**src/rtl/vga_fetch_sched_if.sv**
```systemverilog
// ---------------------------------------------------------------------------
// vga_fetch_sched_if
// Bundles everything the fetch scheduler exchanges with its surroundings:
//   - timing-generator counters (h_cnt, v_cnt)
//   - host write port (valid/ready, addr, data)
//   - framebuffer RAM port (read/write strobes, addr, wdata, rdata)
//   - line-buffer write port (we, bank, waddr, wdata) and display bank select
//   - status/tuning (fetch_busy, stall_cnt, stall_clr)
// Modports:
//   slave  - the scheduler itself
//   master - whatever drives the scheduler (timing gen, host, RAM, bench)
// ---------------------------------------------------------------------------
interface vga_fetch_sched_if #(
  parameter int AW    = 15,
  parameter int DW    = 16,
  parameter int LB_AW = 6
);
  logic [9:0]       h_cnt;
  logic [9:0]       v_cnt;
  logic             host_valid;
  logic             host_ready;
  logic [AW-1:0]    host_addr;
  logic [DW-1:0]    host_data;
  logic             mem_re;
  logic             mem_we;
  logic [AW-1:0]    mem_addr;
  logic [DW-1:0]    mem_wdata;
  logic [DW-1:0]    mem_rdata;
  logic             lb_we;
  logic             lb_bank;
  logic [LB_AW-1:0] lb_waddr;
  logic [DW-1:0]    lb_wdata;
  logic             disp_bank;
  logic             fetch_busy;
  logic [15:0]      stall_cnt;
  logic             stall_clr;

  modport slave (
    input  h_cnt, v_cnt, host_valid, host_addr, host_data, mem_rdata, stall_clr,
    output host_ready, mem_re, mem_we, mem_addr, mem_wdata,
           lb_we, lb_bank, lb_waddr, lb_wdata, disp_bank, fetch_busy, stall_cnt
  );

  modport master (
    output h_cnt, v_cnt, host_valid, host_addr, host_data, mem_rdata, stall_clr,
    input  host_ready, mem_re, mem_we, mem_addr, mem_wdata,
           lb_we, lb_bank, lb_waddr, lb_wdata, disp_bank, fetch_busy, stall_cnt
  );
endinterface

```
**src/rtl/vga_fetch_sched.sv**
```systemverilog
// ---------------------------------------------------------------------------
// vga_fetch_sched
// Arbitrates a single-port framebuffer RAM between display line fetches and
// host writes. At h_cnt == 640 of a scanline that starts a new framebuffer
// line, it burst-reads WORDS_PER_LINE words into the back bank of a
// double-buffered line buffer, then flips the display bank. Host writes are
// granted only while no fetch is running or about to start, and a
// saturating counter records how many cycles the host spent waiting.
// Ports:
//   clk  - pixel clock
//   rst  - asynchronous active-high reset
//   bus  - vga_fetch_sched_if.slave (counters, host port, RAM port,
//          line-buffer port, status)
// ---------------------------------------------------------------------------
module vga_fetch_sched #(
  parameter int AW             = 15,
  parameter int DW             = 16,
  parameter int WORDS_PER_LINE = 40,
  parameter int LB_AW          = 6,
  parameter int LINE_SHIFT     = 2,
  parameter int BASE           = 0
) (
  input logic               clk,
  input logic               rst,
  vga_fetch_sched_if.slave  bus
);

  typedef enum logic [1:0] {IDLE, FETCH, DONE} state_t;

  localparam logic [9:0] LINE_MASK = 10'((1 << LINE_SHIFT) - 1);
  localparam logic [7:0] LAST_WORD = 8'(WORDS_PER_LINE - 1);

  state_t           state_q, state_d;
  logic [7:0]       wordIdx_q, wordIdx_d;
  logic [AW-1:0]    lineBase_q, lineBase_d;
  logic             dispBank_q, dispBank_d;
  logic             rdValid_q;
  logic [LB_AW-1:0] lbAddr_q;
  logic             hostWr_q;
  logic [AW-1:0]    hostAddr_q;
  logic [DW-1:0]    hostData_q;
  logic [15:0]      stall_q;

  logic [9:0]       vNext;
  logic             trigger;
  logic             hostReady;
  logic             fetchActive;

  // A fetch is needed only on the scanline that begins a new framebuffer
  // line; the other repeats of that line reuse the buffer already loaded.
  assign vNext   = (bus.v_cnt == 10'd524) ? 10'd0 : bus.v_cnt + 10'd1;
  assign trigger = (bus.h_cnt == 10'd640) && (vNext < 10'd480) &&
                   ((vNext & LINE_MASK) == 10'd0);

  assign fetchActive = (state_q == FETCH);
  assign hostReady   = (state_q == IDLE) && !trigger;

  // Next-state logic. The line base address is latched at the trigger so
  // the burst stays consistent even if the counters move underneath it.
  always_comb begin
    state_d    = state_q;
    wordIdx_d  = wordIdx_q;
    lineBase_d = lineBase_q;
    dispBank_d = dispBank_q;
    case (state_q)
      IDLE: begin
        if (trigger) begin
          state_d    = FETCH;
          wordIdx_d  = 8'd0;
          lineBase_d = AW'(BASE) + AW'(vNext >> LINE_SHIFT) * AW'(WORDS_PER_LINE);
        end
      end
      FETCH: begin
        wordIdx_d = wordIdx_q + 8'd1;
        if (wordIdx_q == LAST_WORD) begin
          state_d = DONE;
        end
      end
      DONE: begin
        // Last read data lands in the buffer this cycle, so the flip is safe.
        state_d    = IDLE;
        dispBank_d = ~dispBank_q;
      end
      default: state_d = IDLE;
    endcase
  end

  // State and fetch bookkeeping registers.
  always_ff @(posedge clk or posedge rst) begin
    if (rst) begin
      state_q    <= IDLE;
      wordIdx_q  <= 8'd0;
      lineBase_q <= '0;
      dispBank_q <= 1'b0;
    end else begin
      state_q    <= state_d;
      wordIdx_q  <= wordIdx_d;
      lineBase_q <= lineBase_d;
      dispBank_q <= dispBank_d;
    end
  end

  // Read data returns one cycle after the strobe, so the line-buffer write
  // strobe and address are the read strobe and word index delayed by one.
  always_ff @(posedge clk or posedge rst) begin
    if (rst) begin
      rdValid_q <= 1'b0;
      lbAddr_q  <= '0;
    end else begin
      rdValid_q <= fetchActive;
      lbAddr_q  <= LB_AW'(wordIdx_q);
    end
  end

  // Accepted host writes are issued to RAM on the following cycle. Since a
  // grant is never given when a fetch starts next, this cannot collide.
  always_ff @(posedge clk or posedge rst) begin
    if (rst) begin
      hostWr_q   <= 1'b0;
      hostAddr_q <= '0;
      hostData_q <= '0;
    end else begin
      hostWr_q <= bus.host_valid && hostReady;
      if (bus.host_valid && hostReady) begin
        hostAddr_q <= bus.host_addr;
        hostData_q <= bus.host_data;
      end
    end
  end

  // Saturating host-stall counter; a clear wins over an increment.
  always_ff @(posedge clk or posedge rst) begin
    if (rst) begin
      stall_q <= 16'd0;
    end else if (bus.stall_clr) begin
      stall_q <= 16'd0;
    end else if (bus.host_valid && !hostReady && (stall_q != 16'hFFFF)) begin
      stall_q <= stall_q + 16'd1;
    end
  end

  assign bus.host_ready = hostReady;
  assign bus.mem_re     = fetchActive;
  assign bus.mem_we     = hostWr_q;
  assign bus.mem_addr   = fetchActive ? (lineBase_q + AW'(wordIdx_q)) :
                          (hostWr_q ? hostAddr_q : '0);
  assign bus.mem_wdata  = hostWr_q ? hostData_q : '0;
  assign bus.lb_we      = rdValid_q;
  assign bus.lb_bank    = ~dispBank_q;
  assign bus.lb_waddr   = lbAddr_q;
  assign bus.lb_wdata   = rdValid_q ? bus.mem_rdata : '0;
  assign bus.disp_bank  = dispBank_q;
  assign bus.fetch_busy = fetchActive;
  assign bus.stall_cnt  = stall_q;

endmodule

```
**src/flat_wrapper.sv**
```systemverilog
// flat-port wrapper written by rule: the top's interface ports become plain ports
module vga_fetch_sched_flat 
#(
  parameter int AW             = 15,
  parameter int DW             = 16,
  parameter int WORDS_PER_LINE = 40,
  parameter int LB_AW          = 6,
  parameter int LINE_SHIFT     = 2,
  parameter int BASE           = 0
)
  (clk, rst, bus_h_cnt, bus_v_cnt, bus_host_valid, bus_host_addr, bus_host_data, bus_mem_rdata, bus_stall_clr, bus_host_ready, bus_mem_re, bus_mem_we, bus_mem_addr, bus_mem_wdata, bus_lb_we, bus_lb_bank, bus_lb_waddr, bus_lb_wdata, bus_disp_bank, bus_fetch_busy, bus_stall_cnt);
  vga_fetch_sched_if #(.AW(AW), .DW(DW), .LB_AW(LB_AW)) bus_i ();
  input logic clk;
  input logic rst;
  input wire logic [$bits(bus_i.h_cnt)-1:0] bus_h_cnt;
  input wire logic [$bits(bus_i.v_cnt)-1:0] bus_v_cnt;
  input wire logic [$bits(bus_i.host_valid)-1:0] bus_host_valid;
  input wire logic [$bits(bus_i.host_addr)-1:0] bus_host_addr;
  input wire logic [$bits(bus_i.host_data)-1:0] bus_host_data;
  input wire logic [$bits(bus_i.mem_rdata)-1:0] bus_mem_rdata;
  input wire logic [$bits(bus_i.stall_clr)-1:0] bus_stall_clr;
  output wire logic [$bits(bus_i.host_ready)-1:0] bus_host_ready;
  output wire logic [$bits(bus_i.mem_re)-1:0] bus_mem_re;
  output wire logic [$bits(bus_i.mem_we)-1:0] bus_mem_we;
  output wire logic [$bits(bus_i.mem_addr)-1:0] bus_mem_addr;
  output wire logic [$bits(bus_i.mem_wdata)-1:0] bus_mem_wdata;
  output wire logic [$bits(bus_i.lb_we)-1:0] bus_lb_we;
  output wire logic [$bits(bus_i.lb_bank)-1:0] bus_lb_bank;
  output wire logic [$bits(bus_i.lb_waddr)-1:0] bus_lb_waddr;
  output wire logic [$bits(bus_i.lb_wdata)-1:0] bus_lb_wdata;
  output wire logic [$bits(bus_i.disp_bank)-1:0] bus_disp_bank;
  output wire logic [$bits(bus_i.fetch_busy)-1:0] bus_fetch_busy;
  output wire logic [$bits(bus_i.stall_cnt)-1:0] bus_stall_cnt;
  assign bus_i.h_cnt = bus_h_cnt;
  assign bus_i.v_cnt = bus_v_cnt;
  assign bus_i.host_valid = bus_host_valid;
  assign bus_i.host_addr = bus_host_addr;
  assign bus_i.host_data = bus_host_data;
  assign bus_i.mem_rdata = bus_mem_rdata;
  assign bus_i.stall_clr = bus_stall_clr;
  assign bus_host_ready = bus_i.host_ready;
  assign bus_mem_re = bus_i.mem_re;
  assign bus_mem_we = bus_i.mem_we;
  assign bus_mem_addr = bus_i.mem_addr;
  assign bus_mem_wdata = bus_i.mem_wdata;
  assign bus_lb_we = bus_i.lb_we;
  assign bus_lb_bank = bus_i.lb_bank;
  assign bus_lb_waddr = bus_i.lb_waddr;
  assign bus_lb_wdata = bus_i.lb_wdata;
  assign bus_disp_bank = bus_i.disp_bank;
  assign bus_fetch_busy = bus_i.fetch_busy;
  assign bus_stall_cnt = bus_i.stall_cnt;
  vga_fetch_sched #(.AW(AW), .DW(DW), .WORDS_PER_LINE(WORDS_PER_LINE), .LB_AW(LB_AW), .LINE_SHIFT(LINE_SHIFT), .BASE(BASE)) u_core (.clk(clk), .rst(rst), .bus(bus_i));
endmodule
```
**config.mk**
```make
export PLATFORM = sky130hd
export DESIGN_NAME = vga_fetch_sched_flat
export DESIGN_NICKNAME = d
export VERILOG_FILES = /design/src/rtl/vga_fetch_sched_if.sv /design/src/rtl/vga_fetch_sched.sv /design/src/flat_wrapper.sv
export SDC_FILE = /design/constraint.sdc
export NUM_CORES = 1
export LEC_CHECK = 0
export ABC_AREA = 1
export CORE_UTILIZATION = 45
export CTS_CLUSTER_SIZE = 40
export DETAILED_ROUTE_END_ITERATION = 6
export GPL_TIMING_DRIVEN = 0
export PLACE_DENSITY = 0.77
export SLEW_MARGIN = 20
export SYNTH_ARGS = -nofsm -noshare
export SYNTH_HDL_FRONTEND = slang
export SYNTH_SLANG_ARGS = --single-unit
export TNS_END_PERCENT = 10
```
**constraint.sdc**
```tcl
create_clock -name clk -period 2.7 [get_ports clk]
set_input_delay 0.405 -clock clk [delete_from_list [all_inputs] [get_ports clk]]
set_output_delay 0.405 -clock clk [all_outputs]
set_load 0.005 [all_outputs]
```
==> results of run 1 <==
## final cells by class
cell class                 instances  area share, %
buffer                            23          2.108
clock buffer                      10          1.999
clock inverter                     5          1.218
inverter                         109          6.015
multi-input combinational        471          36.49
sequential                        77          28.02
tap                              136          2.471
timing repair buffer             150          21.68
## state kept, by name (all words and copies together), names as in the netlist
| name | cells |
|---|---|
| u_core.hostData_q | 16 |
| u_core.bus.disp_bank | 1 |
| u_core.bus.stall_cnt | 16 |
| u_core.wordIdx_q | 8 |
| u_core.bus.mem_we | 1 |
| u_core.bus.lb_waddr | 6 |
| u_core.lineBase_q | 11 |
| u_core.state_q | 2 |
| u_core.bus.lb_we | 1 |
| u_core.hostAddr_q | 15 |
## placed cells by master, fill, tap and decap left out, types with 4 or more instances in the layout
master / n
clkdlybuf4s50_1: 131
clkbuf_1: 6
nand2_2: 14
nand4_1: 23
nand3_2: 14
xor2_1: 12
a21oi_1: 13
ha_1: 19
inv_2: 8
o21ai_1: 8
nand2_1: 226
buf_2: 7
dlygate4sd2_1: 11
dfrtp_1: 75
nor2_2: 4
nand3_1: 48
inv_1: 99
clkbuf_8: 10
nor3_1: 9
buf_4: 4
o21ai_0: 23
nor2_1: 30
## cell families (layout without fill, tap and decap cells)
logic type,count (synthesis),after routing,synth area share (%)
simple gates,378,378,34.83
fa+ha+maj,23,23,6.139
xor+xnor,15,15,2.664
flops,77,77,39.07
buf+inv,133,297,11.31
compound gates,55,55,5.987
## metal layers
layer	share of wire, %	vias up	wire length, µm	GRT usage (%)
met1	42	2285	5492	29.06
met5	0	-	0	0
met3	5.1	20	669	4.255
met2	52	168	6799	42.86
met4	1.6	0	205	6.164
li1	-	2449	-	-
## worst max path at each step
stage,start,end,slack [ns],cells after the start
2_1_floorplan,rst,u_core.bus.disp_bank,0.33,1
3_3_place_gp,rst,u_core.lineBase_q[11],-0.89,2
3_5_place_dp,bus_v_cnt[0],u_core.lineBase_q[11],-0.55,17
4_1_cts,u_core.wordIdx_q[4],bus_mem_addr[12],-0.19,11
5_1_grt,u_core.lineBase_q[3],bus_mem_addr[11],-0.37,13
6_report,u_core.lineBase_q[3],bus_mem_addr[11],-0.12,14
## timing repair
item                       4_1_cts  5_1_grt
setup buffers                    3        0
gates cloned                     0        0
setup endpoints to repair       22       15
pin swaps                        2        1
hold buffers                     0        0
gates resized for setup         32       13
## metrics by stage
step	setup WS [ns]	utilization, %	hold slack [ns]	instances
2_1_floorplan	0.3283	-	0.3982	681
3_3_place_gp	-0.8896	62.74	0.4195	963
3_5_place_dp	-0.5521	62.95	0.4319	964
4_1_cts	-0.1871	65.55	0.4430	981
5_1_grt	-0.3709	65.81	0.4629	981
6_report	-0.1156	65.81	0.4570	981
## report_power, final
part	internal, mW	switching (mW)	leakage, nW
clock	0.544	0.432	0.105
combinational	0.323	0.339	2.58
sequential	1.23	0.0645	0.949
==> impl_metrics.ini, run 1 <==
[global_route]
grtUsageTotal_pct = 23.75
grt_pass1_wl_um = 21640
grt_pass1_vias = 4769
grt_remaining_overflow = 0
antenna_found_initial = 0
grt_max_degree = 45

[synth]
synth_area_leaders = dfrtp_1, nand2_1, inv_1
ys_seq_elements = 77
synth.distinct_cells = 39
syn_area_per_cell_um2 = 7.243
dominantRegCellSynth = dfrtp_1
synth_edf_count = 0
synthCells = 681
synth_commonest_cells = nand2_1, inv_1, dfrtp_1
yosysMostFrequentCell = nand2_1
yosys.area.top_type = dfrtp_1
yosysSeqAreaShare_pct = 39.07
synth_nets = 775
yosys_warnings = 0
synth-async-reset-ratio_pct = 100.0
yosysTopAreaCellShare_pct = 39.07
netlist_area_um2 = 4932

[worst_setup_path]
crit_type = reg -> out
cp_cell_sequence = ha_1, inv_1, fa_1, inv_1, nand3_1, nand2_1, nand2_1, nand2_1, nand2_1, nor2_2, nand3_1, nand2_1, o21ai_1, dlygate4sd2_1
rr_worst_depth = 9
endpoint_kind = primary output
crit_buf_inv = 3
cp.arrival_ns = 2.41
critPathSlowestCell = dfrtp_1
regToRegSetupSlack_ns = 0.79
critPathTopFamily = simple AND/OR/NAND/NOR gates
worstReg2RegEnd = u_core.bus.stall_cnt[3]
critical_path.max_stage_delay_ns = 0.37
startpoint_type = flip-flop
cp.required_ns = 2.30
critPathMaxFanout = 3
timing.rr.start = u_core.bus.stall_cnt[0]
cp_common_cell = nand2_1

[power]
power_mw = 2.936
max-vdd-ir-drop_mv = 0.2930
power.density_nw_per_um2 = 426.4
p_leak_nw = 3.630

[timing]
worst_slack_ns = -0.1156
skew_ns = 0.007161
fin_tns_setup_ns = -0.2221
slew-limit-headroom_pct = 60.12
setup_viol = 3
finalCriticalPeriod_ns = 2.816
max_freq_mhz = 355.2
worstMarginPinSlew_ns = 0.5960
hold_viol_final = 0
rsz0062_at_grt = yes
drv_slew = 0
fin_crit_sh_pct = 104.3

[floorplanning]
rows = 37
start_util_pct = 47.14
core_um2 = 10460
fp.dieW_um = 106.7
die_h_um = 106.7
die_area_um2 = 11380
ios = 147

[layout]
synthToLayoutAreaGrowth_pct = 39.60
fill_cells = 931
multi_input_area_um2 = 2512
diodes = 0
final_nets = 935
drive_gt1_share_pct = 11.01
final_area_um2 = 6885
seqCellArea_um2 = 1929

[detailed_routing]
drc = 0
antenna_left = 0
wl_per_cell_um = 13.42
vias = 4922
firstDrtPassIters = 5
wl_um = 13170
drt_iter0_drc = 304
vias_per_cell = 5.017

[clocking]
clk_latency_ns = 0.35
path_clk_slew_ns = 0.08
clock-root-buffer = clkbuf_8
cts_sinks = 77
numCtsBuffers = 9
htree_levels = 3
cts_tree = built
clockBufferDepth = 2

[min_path]
holdPathEnd = u_core.bus.lb_waddr[1]
hold_start = u_core.wordIdx_q[1]
whs_path_depth = 0
hold_class = reg -> reg

[placed_design]
place_hpwl_um = 10120
dpl_cell_area_um2 = 6586
gp_congestion = 0.9540
port_buffers = 146

[status]
outcome = complete, but fails checks
violations = setup timing

[job]
maxCapViolCount = 0
Power figures use the tool's default switching activity.
==> run 2: changes to the inputs <==
--- a/config.mk
+++ b/config.mk
@@ -6,11 +6,11 @@
 export NUM_CORES = 1
 export LEC_CHECK = 0
 export ABC_AREA = 1
-export CORE_UTILIZATION = 45
+export CORE_UTILIZATION = 48
 export CTS_CLUSTER_SIZE = 40
 export DETAILED_ROUTE_END_ITERATION = 6
 export GPL_TIMING_DRIVEN = 0
-export PLACE_DENSITY = 0.77
+export PLACE_DENSITY = 0.81
 export SLEW_MARGIN = 20
 export SYNTH_ARGS = -nofsm -noshare
 export SYNTH_HDL_FRONTEND = slang
==> run 2 against run 1 <==
  * The run now ends clean
  * First-iteration DRC count up 11%
  * Total power down 3.1%
  * Design area up 0.56%
  * Clock skew up 0.0016 ns
==> impl_metrics.ini, run 2 (same netlist as run 1, synthesis figures left out) <==
[power]
p_leak_nw = 3.672
swShare_pct = 30.14
switchingPower_mw = 0.8573
power.density_nw_per_um2 = 410.8
pwr-share-clk_pct = 30.2
max-vdd-ir-drop_mv = 0.2895
p_seq_share_pct = 45.8
p_comb_share_pct = 24.0
internal_power_mw = 1.987

[global_route]
met2_usage_pct = 45.75
grt_max_degree = 43
grt_pass1_vias = 4850
grt_pass1_wl_um = 21800
grt_remaining_overflow = 0
met3_usage_pct = 4.234
grt_use_met1_pct = 32.52
grt_busiest_layer = met2
grtUsageTotal_pct = 26.18
antenna_found_initial = 0

[layout]
drive_gt1_share_pct = 13.65
synthToLayoutAreaGrowth_pct = 40.39
seqCellArea_um2 = 1929
final_area_um2 = 6924
diodes = 0
most-common-layout-cells = nand2_1, clkdlybuf4s50_1, inv_1, dfrtp_1, nand3_1
final_nets = 940
finish.utilization_pct = 70.19
multi_input_area_um2 = 2567
fill_cells = 807
layout_commonest_cell = nand2_1

[clocking]
cts_sinks = 77
cts_hold_buf = 0
numCtsBuffers = 9
path_clk_slew_ns = 0.08
clock-root-buffer = clkbuf_8
clockBufferDepth = 2
cts_tree = built
clk_latency_ns = 0.35
htree_levels = 3

[placed_design]
port_buffers = 146
dp_slack_ns = -0.5609
gp_congestion = 0.9013
place_hpwl_um = 10130
dpl_cell_area_um2 = 6583

[timing]
worst_slack_ns = 0.02822
max_freq_mhz = 374.3
hold_viol_final = 0
slew-limit-headroom_pct = 56.23
worstMarginPinSlew_ns = 0.6541
skew_ns = 0.008768
finalCriticalPeriod_ns = 2.672
setup_viol = 0
fin_crit_sh_pct = 98.95
drv_slew = 0
rsz0062_at_grt = yes

[floorplanning]
start_util_pct = 50.00
ios = 147
die_area_um2 = 10690
die_h_um = 103.4
fp.dieW_um = 103.4
core_um2 = 9864
rows = 36

[worst_setup_path]
worstReg2RegEnd = u_core.bus.stall_cnt[15]
critPathMaxFanout = 10
endpoint_kind = primary output
cp.arrival_ns = 2.27
startpoint_type = flip-flop
timing.rr.start = u_core.bus.stall_cnt[0]
critical_path.max_stage_delay_ns = 0.56
crit_type = reg -> out
regToRegSetupSlack_ns = 0.82
cp.required_ns = 2.30
crit_buf_inv = 3
cp_cell_sequence = nor2_4, inv_1, clkbuf_1, o21ai_0, clkdlybuf4s50_1
critPathSlowestCell = clkdlybuf4s50_1
critPathTopFamily = buffers and inverters
rr_worst_depth = 9

[detailed_routing]
vias = 5065
drc = 0
antenna_left = 0
drt_iter0_drc = 337
wl_um = 13430
vias_per_cell = 5.153
wl_per_cell_um = 13.66
firstDrtPassIters = 6

[min_path]
holdPathEnd = u_core.bus.lb_waddr[1]
hold_class = reg -> reg
whs_path_depth = 0
hold_start = u_core.wordIdx_q[1]

[status]
outcome = finished, final reports clean

[job]
maxCapViolCount = 0
run 2: final cells by class:
type                    instances  share of cell area [%]
multi-input cells             471                   37.08
flip-flops and latches         77                   27.86
clock buffers                   9                   1.789
well taps                     133                   2.403
inverters                     109                   5.981
plain buffers                  23                   2.096
clock inverters                 6                  0.9216
repair buffers                155                   21.86
run 2: worst max-delay path by stage:
stage | startpoint | end | slack, ns | cells past startpoint
after floorplan | rst | u_core.bus.disp_bank | 0.33 | 1
after global placement | rst | u_core.lineBase_q[11] | -0.84 | 2
after detailed placement | bus_v_cnt[0] | u_core.lineBase_q[12] | -0.56 | 14
after CTS | u_core.lineBase_q[3] | bus_mem_addr[11] | -0.09 | 13
after global routing | bus_v_cnt[9] | u_core.lineBase_q[11] | -0.06 | 15
final | u_core.state_q[1] | bus_mem_addr[0] | 0.03 | 5
run 2: through the flow:
step | hold WS (ns) | TNS (ns) | power (mW) | cells
6_report | 0.4472 | 0 | 2.845 | 983
5_1_grt | 0.4634 | -0.2876 | 3.005 | 983
4_1_cts | 0.4493 | -0.1829 | 2.819 | 979
3_5_place_dp | 0.4291 | -3.287 | 1.954 | 961
3_3_place_gp | 0.4212 | -67.21 | 1.922 | 960
2_1_floorplan | 0.3982 | 0 | 1.641 | 681
run 2: metal layers:
metal / share of wire (%) / routed length, µm
met5: 0 / 0
met4: 2.5 / 340
met3: 3.9 / 520
met2: 52 / 6918
met1: 42 / 5654
run 2: power groups by stage:
stage	clock, mW	sequential [mW]	combinational [mW]
floorplan	0	1.30	0.337
global placement	0	1.32	0.604
detailed placement	0	1.32	0.632
CTS	0.874	1.30	0.647
global route	0.933	1.31	0.760
finish	0.859	1.30	0.682
run 2: timing repair:
item                       in CTS  in global routing
cloned                          0                  0
pin swaps                       3                  6
setup buffers                   4                  4
gates resized for setup        34                 40
setup endpoints to repair      22                 16
